$ cat src/rtl/gtech_scan_shift_ctrl.sv
// gtech_scan_shift_ctrl: scan-chain load/unload controller.
// Accepts one parallel request word, shifts it into a CHAIN_LEN-long
// scan chain through TI/TE, and captures the chain's previous contents
// from SO. That capture is returned as a parallel response word.
// Optional feature macro: SCAN_SHIFT_PARITY_EN adds rsp_parity, which is
// the XOR of all unloaded bits, accumulated serially during the shift.
module gtech_scan_shift_ctrl #(
  parameter  int CHAIN_LEN = 16,
  localparam int CNT_W     = $clog2(CHAIN_LEN)
) (
  input  logic                 CP,
  input  logic                 CD,
  input  logic                 req_valid,
  output logic                 req_ready,
  input  logic [CHAIN_LEN-1:0] req_data,
  output logic                 rsp_valid,
  input  logic                 rsp_ready,
  output logic [CHAIN_LEN-1:0] rsp_data,
  output logic                 TE,
  output logic                 TI,
  input  logic                 SO,
  output logic                 busy
`ifdef SCAN_SHIFT_PARITY_EN
  ,
  output logic                 rsp_parity
`endif
);

  typedef enum logic [1:0] {
    IDLE  = 2'd0,
    SHIFT = 2'd1,
    RESP  = 2'd2
  } state_e;

  state_e               state_q, state_d;
  logic [CHAIN_LEN-1:0] shreg_q, shreg_d;
  logic [CNT_W-1:0]     cnt_q, cnt_d;
  logic                 last_shift;

  // The final shift edge is the one taken while the counter shows CHAIN_LEN-1.
  assign last_shift = (cnt_q == CNT_W'(CHAIN_LEN - 1));

  // State register: CD clears the controller immediately, even mid-shift.
  always_ff @(posedge CP or negedge CD) begin
    if (!CD) begin
      state_q <= IDLE;
    end else begin
      state_q <= state_d;
    end
  end

  // Next-state logic: there is no IDLE bypass, so every response passes through IDLE.
  always_comb begin
    state_d = state_q;
    case (state_q)
      IDLE:    if (req_valid)              state_d = SHIFT;
      SHIFT:   if (last_shift)             state_d = RESP;
      RESP:    if (rsp_ready)              state_d = IDLE;
      default:                             state_d = IDLE;
    endcase
  end

  // Output decode: every output comes from registered state, so TE/TI stay stable for the whole cycle.
  always_comb begin
    req_ready = 1'b0;
    rsp_valid = 1'b0;
    TE        = 1'b0;
    TI        = 1'b0;
    busy      = 1'b0;
    case (state_q)
      IDLE: begin
        req_ready = 1'b1;
      end
      SHIFT: begin
        TE   = 1'b1;
        TI   = shreg_q[CHAIN_LEN-1];
        busy = 1'b1;
      end
      RESP: begin
        rsp_valid = 1'b1;
        busy      = 1'b1;
      end
      default: begin
        req_ready = 1'b0;
      end
    endcase
  end

  // The shift register holds the outgoing word and fills with SO. After the last edge it holds the unloaded word.
  always_comb begin
    shreg_d = shreg_q;
    cnt_d   = cnt_q;
    case (state_q)
      IDLE: begin
        if (req_valid) begin
          shreg_d = req_data;
          cnt_d   = '0;
        end
      end
      SHIFT: begin
        shreg_d = {shreg_q[CHAIN_LEN-2:0], SO};
        if (!last_shift) begin
          cnt_d = cnt_q + CNT_W'(1);
        end
      end
      default: begin
        shreg_d = shreg_q;
      end
    endcase
  end

  // Datapath registers: shift word and shift counter.
  always_ff @(posedge CP or negedge CD) begin
    if (!CD) begin
      shreg_q <= '0;
      cnt_q   <= '0;
    end else begin
      shreg_q <= shreg_d;
      cnt_q   <= cnt_d;
    end
  end

  assign rsp_data = shreg_q;

`ifdef SCAN_SHIFT_PARITY_EN
  logic parity_q, parity_d;

  // Parity accumulator: cleared on accept, then it folds in each SO bit as that bit is captured.
  always_comb begin
    parity_d = parity_q;
    if (state_q == IDLE && req_valid) begin
      parity_d = 1'b0;
    end else if (state_q == SHIFT) begin
      parity_d = parity_q ^ SO;
    end
  end

  // Parity register: it stays valid alongside rsp_valid until the next accept.
  always_ff @(posedge CP or negedge CD) begin
    if (!CD) begin
      parity_q <= 1'b0;
    end else begin
      parity_q <= parity_d;
    end
  end

  assign rsp_parity = parity_q;
`endif

endmodule
$ cat config.mk
export PLATFORM = sky130hd
export DESIGN_NAME = gtech_scan_shift_ctrl
export DESIGN_NICKNAME = d
export VERILOG_FILES = /design/src/rtl/gtech_scan_shift_ctrl.sv
export SDC_FILE = /design/constraint.sdc
export NUM_CORES = 1
export LEC_CHECK = 0
export ABC_AREA = 1
export CAP_MARGIN = 20
export CORE_ASPECT_RATIO = 1.75
export CORE_MARGIN = 3
export CORE_UTILIZATION = 40
export CTS_CLUSTER_DIAMETER = 50
export DETAILED_ROUTE_END_ITERATION = 16
export PLACE_DENSITY = 0.78
export SETUP_SLACK_MARGIN = 0.3
export SLEW_MARGIN = 20
export SYNTH_ARGS = -nofsm -noshare
export SYNTH_HDL_FRONTEND = slang
export SYNTH_SLANG_ARGS = --single-unit
$ cat constraint.sdc
create_clock -name CP -period 1.9 [get_ports CP]
set_input_delay 0.475 -clock CP [delete_from_list [all_inputs] [get_ports CP]]
set_output_delay 0.475 -clock CP [all_outputs]
set_load 0.02 [all_outputs]
==> flow_metrics.tcl <==
set metrics [dict create \
    status "finished clean" \
    p_int_w 0.001529 \
    clkPwrFrac 0.100 \
    numCtsBuffers 3 \
    muxShareOfSynthArea 0 \
    portBuffers 41 \
    grt_max_degree 38 \
    rows 25 \
    wl_per_cell_um 12.81 \
    seq_area_um2 550.5 \
    maxSlewViolCount 0 \
    grt_pass1_wl_um 4574 \
    hold_violations 0 \
    slew_headroom 0.8089 \
    endpoint_kind "output port" \
    finClkSkew_ns 0.001870 \
    powerDensity_nw_per_um2 1638 \
    finalSetupViolCount 0 \
    ys_warn_count 0 \
    pwr-share-comb 0.614 \
    setup_tns_ns 0 \
    hp-start "rsp_data[11]" \
    synth_cell_type_count 17 \
    min_path_type "flip-flop to flip-flop" \
    yosysSeqAreaShare 0.4574 \
    timing.fmax_mhz 608.0 \
    fin_nets 215 \
    area_delta_synth_final_pct 42.20 \
    ys_ff_latch 22 \
    drc 0 \
    avgViaCountPerCell 5.257 \
    synth_compound_area_frac 0.1881 \
    synthSimpleGateAreaFrac 0.1653 \
    crit_required_ns 1.42 \
    first_pass_iters 4 \
    synth_fa_ha_area_frac 0.05198 \
    diodes 0 \
    multi_input_area_um2 524.3 \
    switchingPower_w 0.001276 \
    rsz0062_at_grt "true" \
    peakVddDrop_mv 0.9145 \
    critPathKind "flip-flop to output port" \
    synthCells 142 \
    synth_fp_nets 168 \
    yosys.area.top_type_share 0.4574 \
    drt_iter0_markers 17 \
    antenna_found_initial 0 \
    yosysTopAreaCell "dfrtp_1" \
    clockBufferDepth 2 \
    wl_um 2742 \
    min_period_ns 1.645 \
    p_leak_nw 0.8195 \
    fin_cells 214 \
    postSynthAreaPerCell_um2 8.476 \
    finalCritPeriodShare 0.8656 \
    grt_pass1_vias 1121 \
    netSwitchingFraction 0.4549 \
    cp-startpoint "state_q[0]" \
    gp_congestion 0.7266 \
    dieArea_um2 3729 \
    ctsHtreeMaxLevel 1 \
    drive_above_1_share 0.1444 \
    clkSinkCount 22 \
    crit_path_start_kind "flip-flop" \
    clk_pin_slew_ns 0.07 \
    core-area_um2 2784 \
    vias 1125 \
    synthTopCellsByArea "dfrtp_1 46%, nand2_1 11%, o211ai_1 8.7%" \
    synth-xor-area-share 0 \
    crit_arrival_ns 1.17 \
    die_h_um 78.57 \
    die_w_um 47.47 \
    power_frac_seq 0.286 \
    crit_fanout 3 \
    clockRootBuffer "clkbuf_8" \
    synth_top_family_by_area "compound AO/OA/AOI/OAI gates" \
    cts_tree "yes" \
    clk-insertion-delay-late_ns 0.26 \
    gr-total-overflow 0 \
    tightest_slew_ns 0.2867 \
    place_hpwl_um 2052 \
    ant_nets 0 \
    ios 42 \
    dp.cells 208 \
    grtUsageTotal 0.1668 \
    fillers 274 \
    initial_utilization 0.4324 \
    ctsHoldBuffers 0 \
    drv_cap 0 \
    r2r_start "state_q[0]" \
    synth.cell_area_um2 1204 \
]
[flip-flops by register name (all words and copies together) (netlist names)]
| signal | count |
|---|---|
| rsp_data | 16 |
| cnt_q | 4 |
| state_q | 2 |
[timing repair]
item,4_1_cts,5_1_grt
hold endpoints to repair,0,0
buffers inserted,2,1
gates resized for setup,44,10
cloned,0,0
setup endpoints to repair,37,21
[routing by layer]
| layer | share of wire | GRT usage | vias up | wire length [um] |
|---|---|---|---|---|
| li1 | - | - | 553 | - |
| met1 | 0.38 | 0.1671 | 529 | 1054 |
| met2 | 0.53 | 0.3024 | 38 | 1462 |
| met3 | 0.063 | 0.02982 | 5 | 173 |
| met4 | 0.019 | 0.07756 | 0 | 52 |
| met5 | 0 | 0 | - | 0 |
[path summary, 6_finish.rpt]
kind                                end  slack, ns  depth (start not counted)
setup / recovery                     TI       0.26                          5
hold / removal             rsp_data[11]       0.54                          2
setup reg to reg           rsp_data[10]       0.39                          8
hold reg to reg            rsp_data[11]       0.54                          2
max in group asynchronous      cnt_q[3]       1.10                          2
min in group asynchronous   rsp_data[0]       0.58                          2
[power by group through the flow]
stage          Sequential [W]  Clock, W  Combinational (W)
2_1_floorplan         0.00102         0           0.000940
3_3_place_gp         0.000811         0            0.00167
3_5_place_dp         0.000824         0            0.00172
4_1_cts              0.000803  0.000294            0.00165
5_1_grt              0.000831  0.000317            0.00191
6_report             0.000803  0.000281            0.00172
[logic make-up (layout without fill, tap and decap cells)]
group	after synthesis	count (layout)
simple gates	46	46
compound gates	36	36
buf+inv	33	78
flops	22	22
fa+ha+maj	5	5
[cell type report]
type / count / share of cell area
well taps: 27 / 0.01974
flip-flops and latches: 22 / 0.3216
multi-input cells: 87 / 0.3063
inverters: 26 / 0.05702
repair buffers: 49 / 0.2712
clock buffers: 3 / 0.02412
[cell usage after synthesis (all sizes together)]
cell type and number:
a21oi 1, nand4 4, o21ai 20, nand3 5, nand2 36, buf 7
ha 5, dfrtp 22, o211ai 15, nor2 1, inv 26
[worst max-delay path, stage by stage, from the launching register on]
cell and delay [ns]:
dfrtp_1 0.40, buf_6 0.13, ha_4 0.17, nand2_2 0.06
inv_2 0.03, buf_6 0.12
[cell usage in the layout, fill, tap and decap left out]
cell type	netlist	final
nand2_1	34	31
inv_1	26	24
dfrtp_1	22	22
clkdlybuf4s50_1	0	20
dlygate4sd2_1	0	16
o21ai_1	15	15
o211ai_1	14	14
buf_4	3	6
nand3_1	5	5
nand4_1	4	4
o21ai_0	4	4
nand2_2	1	3
ha_1	5	3
clkbuf_8	0	3
buf_6	4	3
inv_2	0	2
buf_2	0	2
nand2_4	1	1
nand2_8	0	1
o211ai_2	1	1
o21ai_2	1	1
nor2_1	1	1
a21oi_1	1	1
ha_2	0	1
ha_4	0	1
buf_8	0	1
buf_12	0	1
[per-stage QoR]
stage / cell area (um^2) / setup WS [ns] / total power, W / util / hold WS, ns
floorplan: 1216 / 0.3002 / 0.001960 / - / 0.1794
global placement: 1630 / 0.07772 / 0.002484 / 0.5856 / 0.4843
detailed placement: 1630 / 0.01658 / 0.002543 / 0.5856 / 0.5002
CTS: 1667 / 0.2494 / 0.002744 / 0.5987 / 0.5472
global route: 1712 / 0.2003 / 0.003060 / 0.6148 / 0.5694
finish: 1712 / 0.2553 / 0.002804 / 0.6148 / 0.5415
Note: power is estimated with default switching activity, not from simulation.
